File: src/rtl/mant_addsub_pkg.sv
// Shared types and helpers for the pipelined mantissa adder/subtractor.
package mant_addsub_pkg;

  typedef enum logic {
    OP_ADD = 1'b0,
    OP_SUB = 1'b1
  } op_t;

  function automatic int unsigned lzc_width(int unsigned w);
    return $clog2(w + 2);
  endfunction

endpackage

File: src/rtl/cla_group.sv
// GROUP-bit carry-lookahead adder slice: sum, carry-out and group generate/propagate.
module cla_group #(
  parameter int unsigned GROUP = 4
) (
  input  logic [GROUP-1:0] a_i,
  input  logic [GROUP-1:0] b_i,
  input  logic             c_i,
  output logic [GROUP-1:0] sum_o,
  output logic             c_o,
  output logic             g_o,
  output logic             p_o
);

  logic [GROUP-1:0] gen;
  logic [GROUP-1:0] prop;
  logic [GROUP:0]   carry;
  logic             grp_g;

  assign gen  = a_i & b_i;
  assign prop = a_i ^ b_i;

  always_comb begin
    carry    = '0;
    carry[0] = c_i;
    for (int k = 0; k < GROUP; k++) begin
      carry[k+1] = gen[k] | (prop[k] & carry[k]);
    end
  end

  // Kept apart from the carry chain so G/P never depend on c_i.
  always_comb begin
    grp_g = 1'b0;
    for (int k = 0; k < GROUP; k++) begin
      grp_g = gen[k] | (prop[k] & grp_g);
    end
  end

  assign sum_o = prop ^ carry[GROUP-1:0];
  assign c_o   = carry[GROUP];
  assign g_o   = grp_g;
  assign p_o   = &prop;

endmodule

File: src/rtl/mant_addsub_pipe.sv
// Two-stage pipelined CLA mantissa adder/subtractor with valid/ready flow control.
// Define MANT_ADDSUB_LZC_EN to build the stage-2 leading-zero counter; otherwise out_lzc is 0.
module mant_addsub_pipe
  import mant_addsub_pkg::*;
#(
  parameter int unsigned W     = 24,
  parameter int unsigned GROUP = 4,
  parameter int unsigned TAG_W = 4
) (
  input  logic                    clk,
  input  logic                    rst,
  input  logic                    in_valid,
  output logic                    in_ready,
  input  logic                    in_op,
  input  logic [W-1:0]            in_a,
  input  logic [W-1:0]            in_b,
  input  logic [TAG_W-1:0]        in_tag,
  output logic                    out_valid,
  input  logic                    out_ready,
  output logic [W:0]              out_sum,
  output logic                    out_neg,
  output logic                    out_zero,
  output logic [lzc_width(W)-1:0] out_lzc,
  output logic [TAG_W-1:0]        out_tag
);

  localparam int unsigned H  = W / 2;
  localparam int unsigned NG = H / GROUP;

  logic s1_valid_q, s1_valid_d, s2_valid_q, s2_valid_d;
  logic s1_ready, s2_ready, s1_load, s2_load;

  assign s2_ready = ~s2_valid_q | out_ready;
  assign s1_ready = ~s1_valid_q | s2_ready;
  assign in_ready = s1_ready & ~rst;
  assign s1_load  = in_valid & in_ready;
  assign s2_load  = s1_valid_q & s2_ready;

  // Stage 1: subtract as a + ~b + 1, low half through the group lookahead
  op_t           op_in;
  logic          cin;
  logic [W-1:0]  b_eff;
  logic [H-1:0]  lo_sum;
  logic [NG-1:0] lo_g, lo_p, lo_cout;
  logic [NG:0]   lo_c;

  assign op_in = op_t'(in_op);
  assign cin   = (op_in == OP_SUB);
  assign b_eff = cin ? ~in_b : in_b;

  always_comb begin
    lo_c    = '0;
    lo_c[0] = cin;
    for (int g = 0; g < NG; g++) lo_c[g+1] = lo_g[g] | (lo_p[g] & lo_c[g]);
  end

  for (genvar gi = 0; gi < NG; gi++) begin : g_lo
    cla_group #(.GROUP(GROUP)) u_cla (
      .a_i   (in_a[gi*GROUP +: GROUP]),
      .b_i   (b_eff[gi*GROUP +: GROUP]),
      .c_i   (lo_c[gi]),
      .sum_o (lo_sum[gi*GROUP +: GROUP]),
      .c_o   (lo_cout[gi]),
      .g_o   (lo_g[gi]),
      .p_o   (lo_p[gi])
    );
  end

  logic [H-1:0]     lo_sum_q, lo_sum_d, a_hi_q, a_hi_d, b_hi_q, b_hi_d;
  logic             lo_c_q, lo_c_d;
  op_t              op_q, op_d;
  logic [TAG_W-1:0] tag1_q, tag1_d;

  // Stage 2: upper half, then sign-magnitude fix-up for subtract
  logic [H-1:0]  hi_sum;
  logic [NG-1:0] hi_g, hi_p, hi_cout;
  logic [NG:0]   hi_c;
  logic [W-1:0]  raw, raw_neg;
  logic          carry;
  logic [W:0]    res_sum;
  logic          res_neg;

  always_comb begin
    hi_c    = '0;
    hi_c[0] = lo_c_q;
    for (int g = 0; g < NG; g++) hi_c[g+1] = hi_g[g] | (hi_p[g] & hi_c[g]);
  end

  for (genvar gi = 0; gi < NG; gi++) begin : g_hi
    cla_group #(.GROUP(GROUP)) u_cla (
      .a_i   (a_hi_q[gi*GROUP +: GROUP]),
      .b_i   (b_hi_q[gi*GROUP +: GROUP]),
      .c_i   (hi_c[gi]),
      .sum_o (hi_sum[gi*GROUP +: GROUP]),
      .c_o   (hi_cout[gi]),
      .g_o   (hi_g[gi]),
      .p_o   (hi_p[gi])
    );
  end

  // Per-group carry-outs duplicate the lookahead carries above.
  logic unused_cout;
  assign unused_cout = ^{lo_cout, hi_cout};

  assign raw     = {hi_sum, lo_sum_q};
  assign carry   = hi_c[NG];
  assign raw_neg = ~raw + {{(W-1){1'b0}}, 1'b1};

  always_comb begin
    res_sum = {1'b0, raw};
    res_neg = 1'b0;
    unique case (op_q)
      OP_ADD: res_sum = {carry, raw};
      OP_SUB: begin
        if (!carry) begin
          res_sum = {1'b0, raw_neg};
          res_neg = 1'b1;
        end
      end
    endcase
  end

  logic [W:0]       sum_q, sum_d;
  logic             neg_q, neg_d, zero_q, zero_d;
  logic [TAG_W-1:0] tag2_q, tag2_d;

  always_comb begin
    s1_valid_d = s1_load | (s1_valid_q & ~s2_ready);
    lo_sum_d   = lo_sum_q;
    lo_c_d     = lo_c_q;
    a_hi_d     = a_hi_q;
    b_hi_d     = b_hi_q;
    op_d       = op_q;
    tag1_d     = tag1_q;
    if (s1_load) begin
      lo_sum_d = lo_sum;
      lo_c_d   = lo_c[NG];
      a_hi_d   = in_a[W-1:H];
      b_hi_d   = b_eff[W-1:H];
      op_d     = op_in;
      tag1_d   = in_tag;
    end
    s2_valid_d = s2_load | (s2_valid_q & ~out_ready);
    sum_d      = sum_q;
    neg_d      = neg_q;
    zero_d     = zero_q;
    tag2_d     = tag2_q;
    if (s2_load) begin
      sum_d  = res_sum;
      neg_d  = res_neg;
      zero_d = (res_sum == '0);
      tag2_d = tag1_q;
    end
  end

  always_ff @(posedge clk) begin
    if (rst) begin
      s1_valid_q <= 1'b0;
      lo_sum_q   <= '0;
      lo_c_q     <= 1'b0;
      a_hi_q     <= '0;
      b_hi_q     <= '0;
      op_q       <= OP_ADD;
      tag1_q     <= '0;
      s2_valid_q <= 1'b0;
      sum_q      <= '0;
      neg_q      <= 1'b0;
      zero_q     <= 1'b0;
      tag2_q     <= '0;
    end else begin
      s1_valid_q <= s1_valid_d;
      lo_sum_q   <= lo_sum_d;
      lo_c_q     <= lo_c_d;
      a_hi_q     <= a_hi_d;
      b_hi_q     <= b_hi_d;
      op_q       <= op_d;
      tag1_q     <= tag1_d;
      s2_valid_q <= s2_valid_d;
      sum_q      <= sum_d;
      neg_q      <= neg_d;
      zero_q     <= zero_d;
      tag2_q     <= tag2_d;
    end
  end

`ifdef MANT_ADDSUB_LZC_EN
  localparam int unsigned LzcW = lzc_width(W);
  logic [LzcW-1:0] res_lzc, lzc_q, lzc_d;

  // Highest set bit wins since the scan runs upward.
  always_comb begin
    res_lzc = LzcW'(W + 1);
    for (int i = 0; i <= int'(W); i++) begin
      if (res_sum[i]) res_lzc = LzcW'(W - i);
    end
  end

  always_comb begin
    lzc_d = lzc_q;
    if (s2_load) lzc_d = res_lzc;
  end

  always_ff @(posedge clk) begin
    if (rst) lzc_q <= '0;
    else     lzc_q <= lzc_d;
  end

  assign out_lzc = lzc_q;
`else
  assign out_lzc = '0;
`endif

  assign out_valid = s2_valid_q;
  assign out_sum   = sum_q;
  assign out_neg   = neg_q;
  assign out_zero  = zero_q;
  assign out_tag   = tag2_q;

endmodule
File: config.mk
export PLATFORM = sky130hd
export DESIGN_NAME = mant_addsub_pipe
export DESIGN_NICKNAME = d
export VERILOG_FILES = /design/src/rtl/mant_addsub_pkg.sv /design/src/rtl/cla_group.sv /design/src/rtl/mant_addsub_pipe.sv
export SDC_FILE = /design/constraint.sdc
export NUM_CORES = 1
export LEC_CHECK = 0
export BUFFER_PORTS_ARGS = -buffer_cell sky130_fd_sc_hd__clkbuf_2
export CAP_MARGIN = 20
export CORE_ASPECT_RATIO = 2
export CORE_MARGIN = 2
export CORE_UTILIZATION = 56
export DETAILED_ROUTE_END_ITERATION = 10
export PLACE_DENSITY = 0.89
export SKIP_LAST_GASP = 1
export SYNTH_ARGS = -nofsm -noshare
export SYNTH_HDL_FRONTEND = slang
export SYNTH_SLANG_ARGS = --single-unit
File: constraint.sdc
create_clock -name clk -period 4.7 [get_ports clk]
set_input_delay 0.705 -clock clk [delete_from_list [all_inputs] [get_ports clk]]
set_output_delay 0.705 -clock clk [all_outputs]
set_load 0.01 [all_outputs]
Word level (Yosys, flattened, before mapping)
Cells that the tools add are included.
{ "totals": {"register_bits": 75, "latchBits": 0, "ramBits": 0, "romBits": 0, "input_bits": 57, "word_cells": 144, "n_memories": 0} }
{ "op_classes": {"addsub": 1, "mul": 0, "div": 0, "order_cmp": 0, "n_eq_ne": 0, "n_shift": 0, "muxes": 5, "bitwise": 119, "n_reduce_logical": 7} }
{ "op_table": {"columns": ["cell", "count"], "rows": [
  ["$pmux W25 S2", 1],
  ["$mux W24", 2],
  ["$not A24 Y24", 2],
  ["$xor A4 B4 Y4", 12],
  ["$and A1 B1 Y1", 47],
  ["$or A1 B1 Y1", 46],
  ["$logic_not A25 Y1", 1],
  ["$add A24 B1 Y24 const B", 1],
  ["$and A4 B4 Y4", 6],
  ["$reduce_and A4 Y1", 6],
  ["$not A1 Y1", 6],
  ["$mux W1", 2]
]} }

Depth between registers and ports, before layout
{ "logic_depth": {"word_depth": 22, "depth_mapped": 16, "depth_no_buf": 16} }

Cells and area by module
A second synthesis with hierarchy kept.
{ "hier_totals": {"hier_cells": 602, "area_unflattened_um2": 5011.1} }
{ "modules_own_cells": {"columns": ["module", "n_inst", "cells_per_inst", "area_each_um2", "seq_area_each_um2"], "rows": [
  ["mant_addsub_pipe", 1, 463, 3841.2, 1501.4],
  ["cla_group (g_hi[0].u_cla ...)", 5, 23, 195.2, 0.0],
  ["cla_group (g_hi[1].u_cla)", 1, 24, 193.9, 0.0]
]} }

Worst setup path after synthesis
OpenSTA, ideal clock, no wires.
{ "synth_path": {"path_type": "input to register", "start": "input in_op", "end": "register lo_sum_q[11]", "arrival_ns": 4.132, "required_ns": 4.626, "path_slack_ns": 0.493, "cell_stages": 15, "path_cell_list": "clkbuf_1 buf_1 xor2_1 ha_1 a21o_1 a21oi_1 nor2b_1 o21ai_0 a2111oi_0 a211oi_1 fa_1 fa_1 fa_1 xor2_1 o21ai_0"} }
{ "synth_via": {"elab_chain_cells": 18, "word_cells_on_any_way": 32, "classes_between": "1 x mux; 29 x bitwise; 2 x reduce/logical"} }
{ "synth_rtl": {"columns": ["element", "line", "source"], "rows": [
  ["start, declared", "mant_addsub_pipe.sv:14", "input logic in_op,"],
  ["$mux W24", "mant_addsub_pipe.sv:49", "assign b_eff = cin ? ~in_b : in_b;"],
  ["$xor A4 B4 Y4 / $and A4 B4 Y4 (equally long branches)", "cla_group.sv:20, cla_group.sv:19", null],
  ["$and A1 B1 Y1", "cla_group.sv:34", "grp_g = gen[k] | (prop[k] & grp_g);"],
  ["$or A1 B1 Y1", "cla_group.sv:34", null],
  ["$and A1 B1 Y1", "cla_group.sv:34", null],
  ["$or A1 B1 Y1", "cla_group.sv:34", null],
  ["$and A1 B1 Y1", "cla_group.sv:34", null],
  ["$or A1 B1 Y1", "cla_group.sv:34", null],
  ["[... 2 more ...]", null, null],
  ["$or A1 B1 Y1", "mant_addsub_pipe.sv:54", "for (int g = 0; g < NG; g++) lo_c[g+1] = lo_g[g] | (lo_p[g] & lo_c[g]);"],
  ["$and A1 B1 Y1", "cla_group.sv:26", "carry[k+1] = gen[k] | (prop[k] & carry[k]);"],
  ["$or A1 B1 Y1", "cla_group.sv:26", null],
  ["$and A1 B1 Y1", "cla_group.sv:26", null],
  ["$or A1 B1 Y1", "cla_group.sv:26", null],
  ["$and A1 B1 Y1", "cla_group.sv:26", null],
  ["$or A1 B1 Y1", "cla_group.sv:26", null],
  ["$xor A4 B4 Y4 *", "cla_group.sv:38", "assign sum_o = prop ^ carry[GROUP-1:0];"],
  ["end signal, assigned", "mant_addsub_pipe.sv:172", "lo_sum_q <= lo_sum_d;"],
  ["end, declared", "mant_addsub_pipe.sv:69", "logic [H-1:0] lo_sum_q, lo_sum_d, a_hi_q, a_hi_d, b_hi_q, b_hi_d;"]
]} }
Every way passes the cells marked *; elsewhere a longest branch is shown, timed or not.
A chain may end at the register's enable or synchronous reset.

Worst setup path in the final report
{ "layout_path": {"start": "register a_hi_q[3]", "end": "register zero_q, in the netlist out_zero"} }
{ "layout_via": {"elab_chain_cells": 18, "word_cells_on_any_way": 31, "classes_between": "1 x add/sub; 2 x mux; 26 x bitwise; 2 x reduce/logical"} }
{ "layout_rtl": {"columns": ["element", "line", "source"], "rows": [
  ["start, declared", "mant_addsub_pipe.sv:69", null],
  ["start signal, assigned", "mant_addsub_pipe.sv:174", "a_hi_q <= a_hi_d;"],
  ["$xor A4 B4 Y4", "cla_group.sv:20", "assign prop = a_i ^ b_i;"],
  ["$reduce_and A4 Y1 / $and A1 B1 Y1 (equally long branches)", "cla_group.sv:41, cla_group.sv:34", null],
  ["$and A1 B1 Y1 / $or A1 B1 Y1 (equally long branches)", "mant_addsub_pipe.sv:86, cla_group.sv:34", null],
  ["$or A1 B1 Y1", "mant_addsub_pipe.sv:86", "for (int g = 0; g < NG; g++) hi_c[g+1] = hi_g[g] | (hi_p[g] & hi_c[g]);"],
  ["$and A1 B1 Y1", "mant_addsub_pipe.sv:86", null],
  ["$or A1 B1 Y1", "mant_addsub_pipe.sv:86", null],
  ["$and A1 B1 Y1", "cla_group.sv:26", null],
  ["$or A1 B1 Y1", "cla_group.sv:26", null],
  ["[... 2 more ...]", null, null],
  ["$and A1 B1 Y1", "cla_group.sv:26", null],
  ["$or A1 B1 Y1", "cla_group.sv:26", null],
  ["$xor A4 B4 Y4", "cla_group.sv:38", null],
  ["$not A24 Y24", "mant_addsub_pipe.sv:107", "assign raw_neg = ~raw + {{(W-1){1'b0}}, 1'b1};"],
  ["$add A24 B1 Y24", "mant_addsub_pipe.sv:107", null],
  ["$mux W24", "mant_addsub_pipe.sv:115", "if (!carry) begin"],
  ["$pmux W25 S2 *", "mant_addsub_pipe.sv:112", "unique case (op_q)"],
  ["$logic_not A25 Y1 *", "mant_addsub_pipe.sv:151", "zero_d = (res_sum == '0);"],
  ["end signal, assigned", "mant_addsub_pipe.sv:181", "zero_q <= zero_d;"],
  ["end, declared", "mant_addsub_pipe.sv:124", "logic neg_q, neg_d, zero_q, zero_d;"]
]} }
Marked as above.

==> PnR_summary.wiki <==
{| class="wikitable"
! Metric !! Value
|-
| Run status || completed
|-
| Buffers inserted by post-CTS timing repair || 0
|-
| Number of antenna violations at the first check in global routing || 0
|-
| Pin count of the biggest net entering global routing || 77
|-
| Initial DRC count || between 300 and 400
|-
| Pleak || 2.50 nW
|-
| First-pass GRT wire length || 19.7 mm
|-
| Area grow syn2layout || 15.9%
|-
| Path category of the worst min-delay check || flip-flop to flip-flop
|-
| Die X || approximately 70 µm
|-
| Worst IR drop on VDD || 0.250 mV
|-
| Wire length on met3 || between 400 and 500 µm
|-
| Number of synthesized register bits || 75
|-
| Final net count || 757
|-
| Via count of the first global-routing pass || 4326
|-
| DRC violation count after routing || 0
|-
| CP arrival || 4220 ps
|-
| Via total after detailed routing || 4368
|-
| Hold violation total from the final report || 0
|-
| Post-synth cell types || 55
|-
| Clock-pin slew on the worst setup and hold paths || about 60 ps
|-
| Antenna diodes || 0
|-
| Clock tree from TritonCTS || done
|-
| Mean number of vias per cell || between 5 and 6
|-
| Overflow after GRT || 0
|-
| Maximum achievable frequency || 253 MHz
|-
| Number of buffers added to fix hold violations after cts || 0
|-
| Buffers on Ports || 89
|-
| Number of buffers added by the clock tree synthesis step || 9
|-
| Commonest cells after routing, fill and taps aside || 89 x clkbuf_2, 76 x nand2_1, 75 x dfxtp_1
|-
| Top_reg_cell synth || dfxtp_1
|-
| Number of pins with negative max-slew slack in the final report || 0
|-
| Cell area after technology mapping || 0.00487 mm²
|-
| Sum of met2 wire segment lengths after detailed routing || 6.74 mm
|-
| Post-synth EDFFs || 0
|-
| Sequential cell area fraction in the yosys report || 0.308
|-
| Number of fillers in the final layout || approximately 730
|-
| Fraction of layout cells with a size suffix above 1 || 0.183
|-
| Unrepaired setup endpoints after global routing || false
|-
| CTS H-tree lvls || 3
|-
| Top Metal Used || met4
|-
| Instance count of the mapped netlist || 589
|-
| Post-detailed-route wirelength per cell || 16.0 µm
|-
| Number of nets with antenna violations after detailed routing || 0
|-
| DIE HEIGHT || 136 µm
|-
| Synth async-reset ratio || 0
|-
| Least-Margin Pin Slew || 729 ps
|-
| Number of max-cap violations || 0
|-
| RD Place Congestion || a little over 0.9
|-
| Number of search-and-repair iterations in the first detailed-routing pass || 6
|-
| Insertion delay to the later sink of the worst-skew pair || 340 ps
|-
| Post-Route M1 WL || 4.43 mm
|-
| Nature of the critical path endpoint || flip-flop
|-
| Max-slew headroom at the worst pin || 0.513
|-
| Post-Layout Cell Count || 763
|-
| Final setup skew || 4.89 ps
|-
| Power, Total || 0.00201 W
|-
| Area of the core region || 0.00853 mm²
|-
| Number of sinks driven by the clock tree || 75
|-
| Critical path startpoint category || flip-flop
|-
| Share of the core filled with cells in the final layout || 0.662
|-
| Min cycle time layout || 3960 ps
|-
| Post-cts sizing count || 0
|-
| Die footprint || between 0.009 and 0.01 mm²
|-
| Commonest non-fill, non-tap cell in the layout || clkbuf_2
|-
| Starting Density || 0.571
|-
| Ports || 95
|-
| Global-route total usage across every layer || 0.261
|-
| Wire length after detailed routing || 12.2 mm
|-
| Final Setup Violations || 0
|-
| Setup TNS after final layout || 0 ps
|-
| Share of the cycle needed by the critical path after routing || 0.842
|-
| Warnings from Yosys || 0
|-
| Required @ worst endpoint || 4960 ps
|-
| Clock Tree Buf Depth || 2
|-
| Synthesized area per cell || 8.26 µm²
|-
| CTS root buf || clkbuf_16
|-
| Final HPWL from detailed placement || approximately 9.6 mm
|-
| Category of the most critical setup path || flip-flop to flip-flop
|-
| Pwr per Cell Area || 357 mW/mm²
|-
| Largest driver fanout on the critical path || 6
|-
| Cell Count Post-Placement || 747
|-
| Standard-cell row count || 48
|}
where the power goes:
group	total (W)	internal, W	switching [W]
clock	0.000732	0.000465	0.000267
combinational	0.000544	0.000225	0.000319
sequential	0.000738	0.000687	0.0000513
routing by layer:
metal  global-route usage  vias to the layer above
met4                0.134                        0
met2                0.503                      140
li1                     -                     2155
met5                    0                        -
met3               0.0519                       37
met1                0.257                     2036
final cells by class:
| type | instances | area, µm² | area share |
|---|---|---|---|
| Clock buffer | 10 | 229 | 0.0406 |
| Clock inverter | 6 | 88.8 | 0.0157 |
| Inverter | 39 | 146 | 0.0259 |
| Multi-Input combinational cell | 438 | 3050 | 0.541 |
| Sequential cell | 75 | 1500 | 0.266 |
| Tap cell | 100 | 125 | 0.0222 |
| Timing Repair Buffer | 95 | 498 | 0.0882 |
synthesized netlist by cell type, types with 3 or more instances:
cell       n  area (µm²)
nand2_1   76         285
dfxtp_1   75        1500
nor2_1    50         188
inv_1     39         146
xnor2_1   30         263
clkbuf_1  28         105
ha_1      25         313
a21oi_1   24         120
nand3b_1  24         180
a211oi_1  23         173
xor2_1    22         193
nor3_1    21         105
o21ai_0   21         105
fa_1      17         340
or3_1      9        56.3
nand4_1    8        50.1
o31ai_1    7        52.6
a21o_1     6        45.0
and2_1     6        37.5
nand3_1    6        30.0
a211o_1    5        43.8
buf_1      5        18.8
buf_4      5        37.5
nor2b_1    5        31.3
o21a_1     4        30.0
mux2i_1    3        30.0
nand2b_1   3        18.8
nor4b_1    3        26.3
flip-flops by register name, summed over array words and instances, names as in the netlist:
signal / count
a_hi_q: 12
b_hi_q: 12
lo_c_q: 1
lo_sum_q: 12
op_q: 1
out_neg: 1
out_sum: 25
out_tag: 4
out_valid: 1
out_zero: 1
s1_valid_q: 1
tag1_q: 4
worst paths after layout:
kind	startpoint	to	slack (ps)	cells after the start
setup / recovery	a_hi_q[3]	out_zero	740	16
hold / removal	out_sum[20]	out_sum[20]	460	2
setup reg to reg	a_hi_q[3]	out_zero	740	16
hold reg to reg	out_sum[20]	out_sum[20]	460	2
logic make-up after synthesis:
family,after synthesis,share of synthesized area
and+or+nand+nor,223,0.228
AOI/OAI and AO/OA,113,0.161
buffers and inverters,80,0.0676
DFF,75,0.308
xor gates and xnor gates,52,0.0936
adders and majority gates,42,0.134
muxes,3,0.00617
other,1,0.000770
stage by stage:
step / hold WS, ps / setup WS, ps / instance area (µm²)
detailed placement: 448 / 588 / 5330
floorplan: 432 / 493 / 4880
global route: 471 / 401 / 5640
CTS: 456 / 760 / 5640
global placement: 443 / 683 / 5310
finish: 455 / 742 / 5640
critical path, stage by stage (launching register included):
cell and delay [ps]:
dfxtp_1 310, ha_1 330, and3_1 180, a221o_1 370
inv_1 90, fa_1 150, inv_1 50, fa_1 370
fa_1 540, nor2_1 130, nand3_1 100, nor3_1 310
a211oi_2 130, xnor2_1 180, a2111oi_2 300, nand4_1 140
o31ai_2 200
Power figures use the tool's default switching activity.
